**config.mk**
```make
export PLATFORM = sky130hd
export DESIGN_NAME = ddr_boot_loader_flat
export DESIGN_NICKNAME = d
export VERILOG_FILES = /design/src/rtl/ddr_boot_loader_if.sv /design/src/rtl/ddr_boot_loader.sv /design/src/flat_wrapper.sv
export SDC_FILE = /design/constraint.sdc
export NUM_CORES = 1
export LEC_CHECK = 0
export CAP_MARGIN = 5
export CORE_MARGIN = 2
export CORE_UTILIZATION = 40
export DETAILED_ROUTE_END_ITERATION = 7
export DONT_BUFFER_PORTS = 1
export GPL_ROUTABILITY_DRIVEN = 0
export PLACE_DENSITY_LB_ADDON = 0.05
export SLEW_MARGIN = 30
export SYNTH_ARGS = -nofsm -noshare
export SYNTH_HDL_FRONTEND = slang
export SYNTH_SLANG_ARGS = --single-unit
```
**constraint.sdc**
```tcl
create_clock -name clk -period 3.52 [get_ports clk]
set_input_delay 0.704 -clock clk [delete_from_list [all_inputs] [get_ports clk]]
set_output_delay 0.704 -clock clk [all_outputs]
set_load 0.01 [all_outputs]
```
**src/rtl/ddr_boot_loader_if.sv**
```systemverilog
// Bus bundle for the DDR boot loader: boot request/done handshake,
// boot ROM read port and DDR controller write port.
interface ddr_boot_loader_if #(
  parameter int ROM_ADR_W = 10
);
  logic                 i_boot_req;
  logic                 o_boot_done;
  logic                 o_boot_err;
  logic                 o_rom_en;
  logic [ROM_ADR_W-1:0] o_rom_adr;
  logic [31:0]          i_rom_data;
  logic                 o_wr_valid;
  logic [31:0]          o_wr_adr;
  logic [31:0]          o_wr_data;
  logic                 i_wr_ready;

  modport master (
    input  i_boot_req, i_rom_data, i_wr_ready,
    output o_boot_done, o_boot_err, o_rom_en, o_rom_adr,
           o_wr_valid, o_wr_adr, o_wr_data
  );

  modport slave (
    output i_boot_req, i_rom_data, i_wr_ready,
    input  o_boot_done, o_boot_err, o_rom_en, o_rom_adr,
           o_wr_valid, o_wr_adr, o_wr_data
  );
endinterface

```
**src/rtl/ddr_boot_loader.sv**
```systemverilog
// Copies the boot image from ROM into DDR one word at a time after hard reset,
// accumulating a wrap-around checksum that must come out to zero.
module ddr_boot_loader #(
  parameter int          BOOT_WORDS = 1024,
  parameter int          ROM_ADR_W  = 10,
  parameter logic [31:0] DDR_BASE   = 32'h0000_0000
) (
  input  logic                  clk,
  input  logic                  rst,
  ddr_boot_loader_if.master     bus
);

  typedef enum logic [2:0] {IDLE, ISSUE, CAPTURE, WRITE, DONE} state_t;

  localparam logic [ROM_ADR_W-1:0] LAST_IDX = ROM_ADR_W'(BOOT_WORDS - 1);

  state_t               state, state_nxt;
  logic [ROM_ADR_W-1:0] idx, idx_nxt;
  logic [31:0]          sum, sum_nxt;
  logic                 done, done_nxt;
  logic                 err, err_nxt;
  logic                 rom_en, rom_en_nxt;
  logic [ROM_ADR_W-1:0] rom_adr, rom_adr_nxt;
  logic                 wr_valid, wr_valid_nxt;
  logic [31:0]          wr_adr, wr_adr_nxt;
  logic [31:0]          wr_data, wr_data_nxt;

  // Every output is a flop; the next-state logic below also computes the
  // next output values so each output is valid in the state it belongs to.
  always_ff @(posedge clk or posedge rst) begin
    if (rst) begin
      state    <= IDLE;
      idx      <= '0;
      sum      <= '0;
      done     <= 1'b0;
      err      <= 1'b0;
      rom_en   <= 1'b0;
      rom_adr  <= '0;
      wr_valid <= 1'b0;
      wr_adr   <= DDR_BASE;
      wr_data  <= '0;
    end else begin
      state    <= state_nxt;
      idx      <= idx_nxt;
      sum      <= sum_nxt;
      done     <= done_nxt;
      err      <= err_nxt;
      rom_en   <= rom_en_nxt;
      rom_adr  <= rom_adr_nxt;
      wr_valid <= wr_valid_nxt;
      wr_adr   <= wr_adr_nxt;
      wr_data  <= wr_data_nxt;
    end
  end

  always_comb begin
    state_nxt    = state;
    idx_nxt      = idx;
    sum_nxt      = sum;
    done_nxt     = done;
    err_nxt      = err;
    rom_en_nxt   = 1'b0;
    rom_adr_nxt  = rom_adr;
    wr_valid_nxt = wr_valid;
    wr_adr_nxt   = wr_adr;
    wr_data_nxt  = wr_data;

    case (state)
      IDLE: begin
        if (bus.i_boot_req) begin
          state_nxt   = ISSUE;
          rom_en_nxt  = 1'b1;
          rom_adr_nxt = idx;
        end else begin
          state_nxt = DONE;
          done_nxt  = 1'b1;
          err_nxt   = 1'b0;
        end
      end
      ISSUE: begin
        state_nxt = CAPTURE;
      end
      CAPTURE: begin
        state_nxt    = WRITE;
        wr_data_nxt  = bus.i_rom_data;
        wr_adr_nxt   = DDR_BASE + (32'(idx) << 2);
        sum_nxt      = sum + bus.i_rom_data;
        wr_valid_nxt = 1'b1;
      end
      WRITE: begin
        if (bus.i_wr_ready) begin
          wr_valid_nxt = 1'b0;
          // Terminal compare stops idx before it can wrap past the image end.
          if (idx == LAST_IDX) begin
            state_nxt = DONE;
            done_nxt  = 1'b1;
            err_nxt   = (sum != 32'd0);
          end else begin
            state_nxt   = ISSUE;
            idx_nxt     = idx + 1'b1;
            rom_en_nxt  = 1'b1;
            rom_adr_nxt = idx + 1'b1;
          end
        end
      end
      DONE: begin
        state_nxt = DONE;
      end
      default: begin
        state_nxt = IDLE;
      end
    endcase
  end

  assign bus.o_boot_done = done;
  assign bus.o_boot_err  = err;
  assign bus.o_rom_en    = rom_en;
  assign bus.o_rom_adr   = rom_adr;
  assign bus.o_wr_valid  = wr_valid;
  assign bus.o_wr_adr    = wr_adr;
  assign bus.o_wr_data   = wr_data;

endmodule

```
**src/flat_wrapper.sv**
```systemverilog
// flat-port wrapper written by rule: the top's interface ports become plain ports
module ddr_boot_loader_flat 
#(
  parameter int          BOOT_WORDS = 1024,
  parameter int          ROM_ADR_W  = 10,
  parameter logic [31:0] DDR_BASE   = 32'h0000_0000
)
  (clk, rst, bus_i_boot_req, bus_i_rom_data, bus_i_wr_ready, bus_o_boot_done, bus_o_boot_err, bus_o_rom_en, bus_o_rom_adr, bus_o_wr_valid, bus_o_wr_adr, bus_o_wr_data);
  ddr_boot_loader_if #(.ROM_ADR_W(ROM_ADR_W)) bus_i ();
  input  logic clk;
  input  logic rst;
  input wire logic [$bits(bus_i.i_boot_req)-1:0] bus_i_boot_req;
  input wire logic [$bits(bus_i.i_rom_data)-1:0] bus_i_rom_data;
  input wire logic [$bits(bus_i.i_wr_ready)-1:0] bus_i_wr_ready;
  output wire logic [$bits(bus_i.o_boot_done)-1:0] bus_o_boot_done;
  output wire logic [$bits(bus_i.o_boot_err)-1:0] bus_o_boot_err;
  output wire logic [$bits(bus_i.o_rom_en)-1:0] bus_o_rom_en;
  output wire logic [$bits(bus_i.o_rom_adr)-1:0] bus_o_rom_adr;
  output wire logic [$bits(bus_i.o_wr_valid)-1:0] bus_o_wr_valid;
  output wire logic [$bits(bus_i.o_wr_adr)-1:0] bus_o_wr_adr;
  output wire logic [$bits(bus_i.o_wr_data)-1:0] bus_o_wr_data;
  assign bus_i.i_boot_req = bus_i_boot_req;
  assign bus_i.i_rom_data = bus_i_rom_data;
  assign bus_i.i_wr_ready = bus_i_wr_ready;
  assign bus_o_boot_done = bus_i.o_boot_done;
  assign bus_o_boot_err = bus_i.o_boot_err;
  assign bus_o_rom_en = bus_i.o_rom_en;
  assign bus_o_rom_adr = bus_i.o_rom_adr;
  assign bus_o_wr_valid = bus_i.o_wr_valid;
  assign bus_o_wr_adr = bus_i.o_wr_adr;
  assign bus_o_wr_data = bus_i.o_wr_data;
  ddr_boot_loader #(.BOOT_WORDS(BOOT_WORDS), .ROM_ADR_W(ROM_ADR_W), .DDR_BASE(DDR_BASE)) u_core (.clk(clk), .rst(rst), .bus(bus_i));
endmodule
```
==> key figures <==
Clocking
  • Cts bufs inserted: 9
  • Clock slew at reported path FFs: 0.08 ns
  • Maximum clock path buffer count: 2
  • CTS resizes: 0
  • H-tree depth: 3
  • Clock Latency Late Sink: 0.36 ns
  • Clk sinks: between 100 and 150
  • Cts hold-fix bufs: 0
  • Postcts setup bufs: 0
  • TritonCTS clock tree: yes
  • Clk root buf: clkbuf_16

Finish
  • Antenna diode count: 0
  • Share of post-route cells with drive strength above 1: 4.405%
  • Design Area, Final: between 0.006 and 0.007 mm^2
  • Final nets: approximately 750
  • Commonest non-fill, non-tap cell in the layout: nand2_1
  • Most frequent cells in the layout: nand2_1 (203), dfrtp_1 (101), a21oi_1 (44), o21ai_0 (39), nor2_1 (34)
  • Area Growth Syn to Fin: 6.466%

Worst setup path
  • CP endpoint: u_core.sum[31]
  • Startpoint types: flip-flop
  • Worst setup EP type: flip-flop
  • Reg2reg setup slack: 0.82 ns
  • CP Class: reg -> reg
  • Setup crit start: u_core.sum[1]
  • Reg2Reg Depth: 9
  • Worst EP required: approximately 3.8 ns
  • RR Startpoint: u_core.sum[1]
  • Worst-path fanout max: 4
  • Worst Path Arrival: 2.98 ns
  • RR Endpoint: u_core.sum[31]

Timing
  • Max_slew headroom: between 40 and 50%
  • Tcrit/Tclk final: 76.61%
  • Setup_tns: 0 ns
  • Max Fclk: 0.3709 GHz
  • Final Skew: 0.01300 ns
  • Final hold slack: 0.3546 ns
  • Unrepaired setup endpoints after global routing: false
  • Worst-Margin Slew: 0.8259 ns
  • Final setup viols: 0
  • Fin. max-slew vios: 0
  • Min Tclk post-route: between 2 and 3 ns
  • Hold Fails Final Rpt: 0

Logic synthesis
  • Most used DFF post-synth: dfrtp_1
  • Yosys Warn Count: 0
  • Yosys top cell area share: 43.11%
  • Mapped Cells: 693
  • Synth area leader: dfrtp_1
  • Sequential-to-total area share from yosys stat: 43.11%
  • FFs w/ async S/R, synth: 100.0%
  • Top cells by area, synth: dfrtp_1 (43%), nand2_1 (13%), ha_1 (6.8%)
  • Synthesis-stage register bit count: 101
  • Synthesized area: 0.005863 mm^2
  • Yosys cell types: 47
  • Syn_area_per_cell: 8.460 um^2
  • Post-synth EDFFs: 0

Power and ir drop
  • Peak VDD IR: 340.2 uV
  • Power per cell area: 964.6 mW/mm^2
  • Static leakage: 3.006 nW
  • Design Power: around 6 mW

Drt
  • Final ANT Viol Nets: 0
  • Vias: 4621
  • WL per Instance: 16.06 um
  • Detailed-route DRC error count: 0
  • Via/cell ratio: between 5 and 6
  • Drt pass-1 iters: 7
  • Iter 0 DRT Violations: 230
  • Routed wire length: roughly 14 mm

Global route
  • Pin count of the biggest net entering global routing: 68
  • GRT Residual Overflow: 0
  • GRT Total Usage: 18.10%
  • Number of global-route vias before repair: 4678
  • First-pass GRT wire length: 23.10 mm
  • Initial antenna violation count: 0

Place
  • Placed Area: roughly 0.006 mm^2
  • IO Port Bufs: 0
  • Post-DP HPWL: 10.31 mm

Flow run
  • Total of max-cap violations: 0

Outcome
  • Outcome: complete, no violations

Floorplan
  • Core area: about 0.014 mm^2
  • Row Count: 44
  • Area of the die: 0.01564 mm^2
  • Die span in x: approximately 130 um
  • Initial Util: 40.65%
  • Die Y: 125.1 um
  • Ports: 114

Worst hold path
  • Hold Path Class: in -> async
-- area by class of cell --
class | instances | area, um^2
clock buffers | 10 | 229.0
clock inverters | 6 | 58.81
flip-flops and latches | 101 | 2527
inverters | 10 | 40.04
well taps | 184 | 230.2
repair buffers | 4 | 42.54
multi-input cells | 550 | 3114
fillers | 1432 | 8182
-- routing by layer --
layer | wire length [um] | up-vias | global-route usage, %
li1 | - | 2279 | -
met1 | 6282 | 2214 | 23.20
met2 | 6747 | 113 | 30.53
met3 | 620 | 15 | 3.252
met4 | 242 | 0 | 6.928
met5 | 0 | - | 0
-- state kept, by name, summed over array words and instances (netlist names) --
signal / count
u_core.sum: 32
u_core.bus.o_wr_valid: 1
u_core.bus.o_wr_adr: 10
u_core.bus.o_boot_err: 1
u_core.bus.o_rom_adr: 10
u_core.bus.o_boot_done: 1
u_core.state: 3
u_core.idx: 10
u_core.bus.o_rom_en: 1
u_core.bus.o_wr_data: 32
-- stage by stage --
stage / setup WS, ns / instances / util [%]
final: 0.8235 / 865 / 43.28
after global routing: 0.5618 / 865 / 43.28
after CTS: 0.8210 / 865 / 43.28
after detailed placement: 0.5664 / 849 / 41.28
after global placement: 0.5951 / 849 / 41.23
after floorplan: 0.1689 / 714 / -
-- synthesized netlist by cell type (2+ instances only) --
library cell  count
nor4_1            9
ha_1             32
inv_1            10
nand4_1          12
nor2_1           34
o21ai_1           4
o211ai_1          7
dfrtp_1         101
and3_1            6
a21oi_1          44
nand2b_1          4
nand3_1          14
o21bai_1          6
a21o_1           22
nor3_1            5
buf_2             4
or2_2             2
nand2_1         203
xnor2_1          23
o21ai_0          39
a31oi_1           8
a211oi_1          6
nor3b_1           3
nor2b_1           3
o31ai_1           2
xor2_1           23
buf_4            22
clkbuf_1         26
-- report_power, final --
part	switching [mW]	internal, mW	leakage, nW	total (mW)
clock network	0.476	0.492	0.136	0.968
registers	0.574	1.69	1.25	2.26
logic	1.68	1.11	1.62	2.79
total	2.73	3.29	3.01	6.02
-- how the worst min path moves through the flow --
stage,depth (start not counted),to,from
CTS,1,u_core.bus.o_wr_adr[6],rst
global route,1,u_core.bus.o_wr_adr[6],rst
global placement,1,u_core.sum[31],u_core.sum[31]
detailed placement,1,u_core.sum[31],u_core.sum[31]
finish,1,u_core.bus.o_wr_data[5],rst
floorplan,1,u_core.sum[31],u_core.sum[31]
-- logic make-up (layout without fill, tap and decap cells) --
kind of cell	after synthesis	in the layout	synth area share, %
compound gates	148	148	15.39
xor+xnor	46	46	6.871
fa+ha+maj	33	33	7.170
other cells	1	22	0.06396
mux	1	1	0.1920
flops	101	101	43.11
buf+inv	63	30	5.591
simple gates	300	300	21.62
-- worst max-delay path, cell delays in order, from the launching register on --
cell and delay (ns):
dfrtp_1 0.48, ha_1 0.34, a211oi_1 0.11, o211ai_1 0.27, nand3_1 0.20, o221ai_2 0.20
a41oi_1 0.23, or4_1 0.55, o211ai_2 0.09, xor2_1 0.16
No activity file was read; power rests on OpenSTA's default activity.
